==> src/rtl/control_sequencer.sv <==
// Hardwired Mini SRC control unit: fetch / decode / execute T-step sequencer.
// Optional mul/div execution is enabled by defining MUL_DIV_EN.
module control_sequencer #(
  parameter int unsigned OPW = 5
) (
  input  logic           clock,
  input  logic           clear,
  input  logic [31:0]    IR,
  input  logic           mem_done,
  output logic           PCout,
  output logic           Zloout,
  output logic           Zhiout,
  output logic           MDRout,
  output logic           Rout,
  output logic           BAout,
  output logic           Cout,
  output logic           MAR_in,
  output logic           Z_in,
  output logic           MDR_in,
  output logic           IR_in,
  output logic           Y_in,
  output logic           HI_in,
  output logic           LO_in,
  output logic           Rin,
  output logic           Gra,
  output logic           Grb,
  output logic           Grc,
  output logic           IncPC,
  output logic           Read,
  output logic           Write,
  output logic [OPW-1:0] alu_op,
  output logic           run,
  output logic           illegal,
  output logic [3:0]     step
);

  typedef enum logic [3:0] {
    StRst, StT0, StT1, StT2, StT3, StT4, StT5, StT6, StT7, StHalt
  } state_e;

  typedef enum logic [3:0] {
    ClsAlu, ClsImm, ClsUn, ClsLdi, ClsLd, ClsSt, ClsNop, ClsHalt, ClsMulDiv, ClsIll
  } cls_e;

  localparam logic [OPW-1:0] OpLd   = OPW'(0);
  localparam logic [OPW-1:0] OpLdi  = OPW'(1);
  localparam logic [OPW-1:0] OpSt   = OPW'(2);
  localparam logic [OPW-1:0] OpAdd  = OPW'(3);
  localparam logic [OPW-1:0] OpShl  = OPW'(11);
  localparam logic [OPW-1:0] OpAddi = OPW'(12);
  localparam logic [OPW-1:0] OpOri  = OPW'(14);
  localparam logic [OPW-1:0] OpDiv  = OPW'(15);
  localparam logic [OPW-1:0] OpMul  = OPW'(16);
  localparam logic [OPW-1:0] OpNeg  = OPW'(17);
  localparam logic [OPW-1:0] OpNot  = OPW'(18);
  localparam logic [OPW-1:0] OpNop  = OPW'(26);
  localparam logic [OPW-1:0] OpHalt = OPW'(27);

  state_e state_q, state_d;
  logic   illegal_q, illegal_d;
  cls_e   cls;

  logic [OPW-1:0] op;
  logic           unused_ir;
  assign op        = IR[31 -: OPW];
  assign unused_ir = ^IR[31-OPW:0];

  always_comb begin
    cls = ClsIll;
    if (op == OpLd)                        cls = ClsLd;
    else if (op == OpLdi)                  cls = ClsLdi;
    else if (op == OpSt)                   cls = ClsSt;
    else if (op >= OpAdd && op <= OpShl)   cls = ClsAlu;
    else if (op >= OpAddi && op <= OpOri)  cls = ClsImm;
    else if (op == OpNeg || op == OpNot)   cls = ClsUn;
    else if (op == OpNop)                  cls = ClsNop;
    else if (op == OpHalt)                 cls = ClsHalt;
`ifdef MUL_DIV_EN
    else if (op == OpMul || op == OpDiv)   cls = ClsMulDiv;
`endif
  end

  always_ff @(posedge clock) begin
    if (clear) begin
      state_q   <= StRst;
      illegal_q <= 1'b0;
    end else begin
      state_q   <= state_d;
      illegal_q <= illegal_d;
    end
  end

  always_comb begin
    state_d   = state_q;
    illegal_d = illegal_q;
    case (state_q)
      StRst: state_d = StT0;
      StT0:  state_d = StT1;
      StT1:  if (mem_done) state_d = StT2;
      StT2:  state_d = StT3;
      StT3: begin
        case (cls)
          ClsNop:  state_d = StT0;
          ClsHalt: state_d = StHalt;
          ClsIll: begin
            state_d   = StHalt;
            illegal_d = 1'b1;
          end
          default: state_d = StT4;
        endcase
      end
      StT4:  state_d = (cls == ClsUn) ? StT0 : StT5;
      StT5:  state_d = (cls == ClsLd || cls == ClsSt || cls == ClsMulDiv) ? StT6 : StT0;
      StT6: begin
        if (cls == ClsLd)      state_d = mem_done ? StT7 : StT6;
        else if (cls == ClsSt) state_d = StT7;
        else                   state_d = StT0;
      end
      // Only st waits in T7; ld finishes its register write in one cycle.
      StT7:  if (cls != ClsSt || mem_done) state_d = StT0;
      StHalt: state_d = StHalt;
      default: state_d = StRst;
    endcase
  end

  always_comb begin
    {PCout, Zloout, Zhiout, MDRout, Rout, BAout, Cout} = '0;
    {MAR_in, Z_in, MDR_in, IR_in, Y_in, HI_in, LO_in, Rin} = '0;
    {Gra, Grb, Grc, IncPC, Read, Write} = '0;
    alu_op  = '0;
    run     = 1'b1;
    illegal = illegal_q;
    step    = 4'd0;
    case (state_q)
      StT0: {PCout, MAR_in, IncPC} = 3'b111;
      StT1: begin
        step          = 4'd1;
        {Read, MDR_in} = 2'b11;
      end
      StT2: begin
        step            = 4'd2;
        {MDRout, IR_in} = 2'b11;
      end
      StT3: begin
        step = 4'd3;
        case (cls)
          ClsAlu, ClsImm:        {Grb, Rout, Y_in} = 3'b111;
          ClsUn: begin
            {Grb, Rout, Z_in} = 3'b111;
            alu_op            = op;
          end
          ClsLdi, ClsLd, ClsSt:  {Grb, BAout, Y_in} = 3'b111;
`ifdef MUL_DIV_EN
          ClsMulDiv:             {Gra, Rout, Y_in} = 3'b111;
`endif
          default: ;
        endcase
      end
      StT4: begin
        step = 4'd4;
        case (cls)
          ClsAlu: begin
            {Grc, Rout, Z_in} = 3'b111;
            alu_op            = op;
          end
          ClsImm: begin
            {Cout, Z_in} = 2'b11;
            alu_op       = op;
          end
          ClsUn:                 {Zloout, Gra, Rin} = 3'b111;
          // Address formation for ldi/ld/st is always an add.
          ClsLdi, ClsLd, ClsSt: begin
            {Cout, Z_in} = 2'b11;
            alu_op       = OpAdd;
          end
`ifdef MUL_DIV_EN
          ClsMulDiv: begin
            {Grb, Rout, Z_in} = 3'b111;
            alu_op            = op;
          end
`endif
          default: ;
        endcase
      end
      StT5: begin
        step = 4'd5;
        case (cls)
          ClsAlu, ClsImm, ClsLdi: {Zloout, Gra, Rin} = 3'b111;
          ClsLd, ClsSt:           {Zloout, MAR_in} = 2'b11;
`ifdef MUL_DIV_EN
          ClsMulDiv:              {Zloout, LO_in} = 2'b11;
`endif
          default: ;
        endcase
      end
      StT6: begin
        step = 4'd6;
        case (cls)
          ClsLd:     {Read, MDR_in} = 2'b11;
          ClsSt:     {Gra, Rout, MDR_in} = 3'b111;
`ifdef MUL_DIV_EN
          ClsMulDiv: {Zhiout, HI_in} = 2'b11;
`endif
          default: ;
        endcase
      end
      StT7: begin
        step = 4'd7;
        case (cls)
          ClsLd:   {MDRout, Gra, Rin} = 3'b111;
          ClsSt:   {MDRout, Write} = 2'b11;
          default: ;
        endcase
      end
      // Halt is only reachable from T3, so the step reads back as 3.
      StHalt: begin
        run  = 1'b0;
        step = 4'd3;
      end
      default: ;
    endcase
  end

endmodule

==> config.mk <==
export PLATFORM = sky130hd
export DESIGN_NAME = control_sequencer
export DESIGN_NICKNAME = d
export VERILOG_FILES = /design/src/rtl/control_sequencer.sv
export SDC_FILE = /design/constraint.sdc
export NUM_CORES = 1
export LEC_CHECK = 0
export CORE_ASPECT_RATIO = 1.1
export CORE_MARGIN = 8
export CORE_UTILIZATION = 39
export CTS_BUF_LIST = sky130_fd_sc_hd__clkbuf_16
export DETAILED_ROUTE_END_ITERATION = 12
export GPL_TIMING_DRIVEN = 0
export PLACE_DENSITY_LB_ADDON = 0.12
export SLEW_MARGIN = 20
export SYNTH_ARGS = -nofsm -noshare
export SYNTH_HDL_FRONTEND = slang
export SYNTH_SLANG_ARGS = --single-unit
export TNS_END_PERCENT = 1
==> constraint.sdc <==
create_clock -name clock -period 2.9 [get_ports clock]
set_input_delay 0.58 -clock clock [delete_from_list [all_inputs] [get_ports clock]]
set_output_delay 0.58 -clock clock [all_outputs]
set_load 0.01 [all_outputs]
==> run_results.csv <==
group,metric,value,unit
run_status,status,"finished, final reports clean",
clocking,cts-hold-fix-buffers,0,
global_routing,grt_pass1_vias,1264,
yosys,synth_ff_type,"dfxtp_1",
yosys,ys_seq_elements,5,
yosys,synth-seq-area-share,10.1,%
sta,whs,481,ps
worst_setup_path,worstPathMaxFanout,10,
floorplanning,die-area,4420,um^2
drt,drt_iter0_drc,23,
cells_and_area,nets,228,
floorplanning,fp.dieH,68.9,um
clocking,cts.sinks,5,
placed_design,dpl.hpwl,2500,um
global_routing,grt_pass1_wl,5550,um
yosys,syn_area,992,um^2
worst_setup_path,cp_cell_sequence,"clkdlybuf4s50_1 -> buf_6 -> and2b_4 -> a311o_1 -> a211o_1 -> o21ai_1 -> buf_2",
worst_setup_path,cp_num_buf_inv,3,
clocking,clkLatencyLatePin,220,ps
worst_hold_path,min_path_type,"register to register",
cells_and_area,fill_cells,234,
drt,drt_first_pass_iters,4,
worst_setup_path,r2r_cells,5,
floorplanning,num_rows,19,
global_routing,grt_max_degree,11,
drt,route.met3.wl,133,um
sta,worst_clock_skew,0.0691,ps
pwr,pwr_density_cell,352,nW/um^2
drt,post-route-drc-count,0,
clocking,cts-root-buf,"clkbuf_16",
yosys,avgSynthCellArea,6.80,um^2
drt,wirelength,3360,um
worst_setup_path,critPathMaxStageDelay,430,ps
cells_and_area,n_antenna_cell,0,
worst_setup_path,crit_arrival,2290,ps
global_routing,grt_overflow,0,
worst_setup_path,crit_type,"primary input to output pin",
floorplanning,initial_core_util,40.5,%
sta,fmax,0.349,GHz
floorplanning,core-area,2450,um^2
cells_and_area,final_layout_size_suffix_gt1_share,28.1,%
sta,setup_viol_count_final,0,
cells_and_area,area_growth,54.5,%
flow_run,maxCapViolCount,0,
floorplanning,io-pin-count,67,
drt,wire_per_inst,15.1,um
sta,slew_violations,0,
clocking,cts_buffers,3,
cells_and_area,final_area,1530,um^2
clocking,clockBufferDepth,2,
placed_design,place_area,1380,um^2
worst_setup_path,cp_num_cells,7,
clocking,tritoncts,"done",
worst_setup_path,endpoint_kind,"output pin",
sta,hold_viol,0,
sta,min_period,2870,ps
floorplanning,die_w,64.1,um
worst_hold_path,worst_hold_path.num_cells,2,
yosys,ys_types,48,
placed_design,port_buffers,34,
drt,wl_met1,1350,um
yosys,async_flop_share,0,%
placed_design,gp_congestion,0.874,
yosys,synth_edf_count,0,
worst_setup_path,worstPathRequired,2320,ps
pwr,ir_drop,0.360,mV
global_routing,antenna_found_initial,0,
sta,finalCritPeriodShare,98.8,%
worst_setup_path,startpoint_type,"primary input",
drt,highest_layer,"met4",
sta,finalSetupTns,0,ps
drt,vias_per_cell,5.52,
drt,wl_met2,1780,um
clocking,htreeDepth,1,
worst_setup_path,cp_top_family,"compound AO/OA/AOI/OAI gates",
worst_setup_path,critical_path.slowest_cell,"clkdlybuf4s50_1",
worst_setup_path,r2r_slack,1310,ps
sta,rsz0062_at_grt,"true",
clocking,path_clk_slew,30,ps
drt,vias,1230,
drt,detail-route-antenna-nets,0,
global_routing,track_usage,15.0,%
yosys,synthCells,146,
pwr,p_leak,0.674,nW
yosys,synth_warnings,0,
what timing repair did:
action | in CTS | in global routing
pin swaps | 1 | 4
gates resized for setup | 35 | 15
setup endpoints to repair | 17 | 16
buffers inserted | 1 | 5
per-layer routing:
layer	global-route usage, %	vias up
met5	0	-
li1	-	615
met1	15.5	566
met3	2.58	12
met4	8.72	0
met2	28.4	37
cells in the final DEF (no fill, tap or decap), drive strengths merged, types with 2 or more instances in the layout:
cell | synthesis | final
conb | 1 | 4
or3 | 3 | 3
o22ai | 3 | 3
nor3 | 8 | 8
nand2 | 10 | 10
o21ai | 12 | 12
and3 | 3 | 3
nand4 | 2 | 2
buf | 16 | 23
o211ai | 4 | 4
dlymetal6s2s | 0 | 3
nand2b | 7 | 7
dfxtp | 5 | 5
or2 | 4 | 4
dlygate4sd2 | 0 | 8
nand3 | 4 | 4
a21oi | 10 | 10
inv | 5 | 5
and2 | 3 | 3
nand4bb | 2 | 2
clkdlybuf4s50 | 0 | 15
and2b | 2 | 2
o31ai | 2 | 2
nor4b | 3 | 3
nor2 | 13 | 13
clkbuf | 3 | 11
o21a | 2 | 2
a211o | 2 | 2
a31oi | 3 | 3
path summary, 6_finish.rpt:
path	from	to
hold reg to reg	illegal$_SDFFE_PP0P_	illegal$_SDFFE_PP0P_
setup reg to reg	state_q[3]$_SDFFE_PP0P_	state_q[2]$_SDFFE_PP0P_
setup / recovery	IR[31]	alu_op[1]
hold / removal	illegal$_SDFFE_PP0P_	illegal$_SDFFE_PP0P_
cell type report:
cell class / instances / area, um^2 / share of cell area (%)
Clock inverter: 1 / 3.75 / 0.245
Multi-Input combinational cell: 120 / 822 / 53.6
Timing Repair Buffer: 40 / 349 / 22.8
Sequential cell: 5 / 100 / 6.53
Buffer: 18 / 121 / 7.92
Clock buffer: 3 / 75.1 / 4.90
Inverter: 5 / 22.5 / 1.47
Tap cell: 31 / 38.8 / 2.53
metrics by stage:
stage	setup slack [ps]	total power (W)	util, %	cells
after floorplan	632	0.000226	-	149
after global placement	-385	0.000308	56.5	214
after detailed placement	-427	0.000309	56.5	214
after CTS	-122	0.000533	61.2	219
after global routing	-32.0	0.000569	62.6	223
final	34.8	0.000539	62.6	223
power by group:
| group | switching [W] | internal, W |
|---|---|---|
| Combinational | 0.000128 | 0.000110 |
| Clock | 0.0000437 | 0.000178 |
| Sequential | 0.00000361 | 0.0000756 |
| Total | 0.000175 | 0.000364 |
worst register-to-register path: stages, from the launching register on:
cell and delay, ps:
dfxtp_1 460, nand2b_1 150, clkbuf_1 360, nor2_2 80, a32oi_1 300, a31oi_1 120
registers in the layout, indices dropped and copies added, names as in the netlist:
register	flops
state_q	4
illegal	1
cell usage after synthesis (all sizes together), types with 4 or more instances:
cell type   n  share of area (%)
dfxtp       5                 10
nor3        8                5.0
inv         5                1.9
buf        16                 11
o21ai      12                6.1
nand2b      7                4.4
a21oi      10                5.0
or2         4                2.5
nor2       13                5.2
o211ai      4                3.0
nand2      10                3.8
nand3       4                2.0
cell families (layout without fill, tap and decap cells):
group,count (synthesis),after routing,share of synthesized area (%)
other,1,4,0.378
flip-flops,5,5,10.1
AO/OA/AOI/OAI,45,45,29.3
XOR/XNOR,2,2,1.77
buffers and inverters,24,67,14.4
AND/OR/NAND/NOR,69,69,44.1
(Power assumes the default switching activity.)
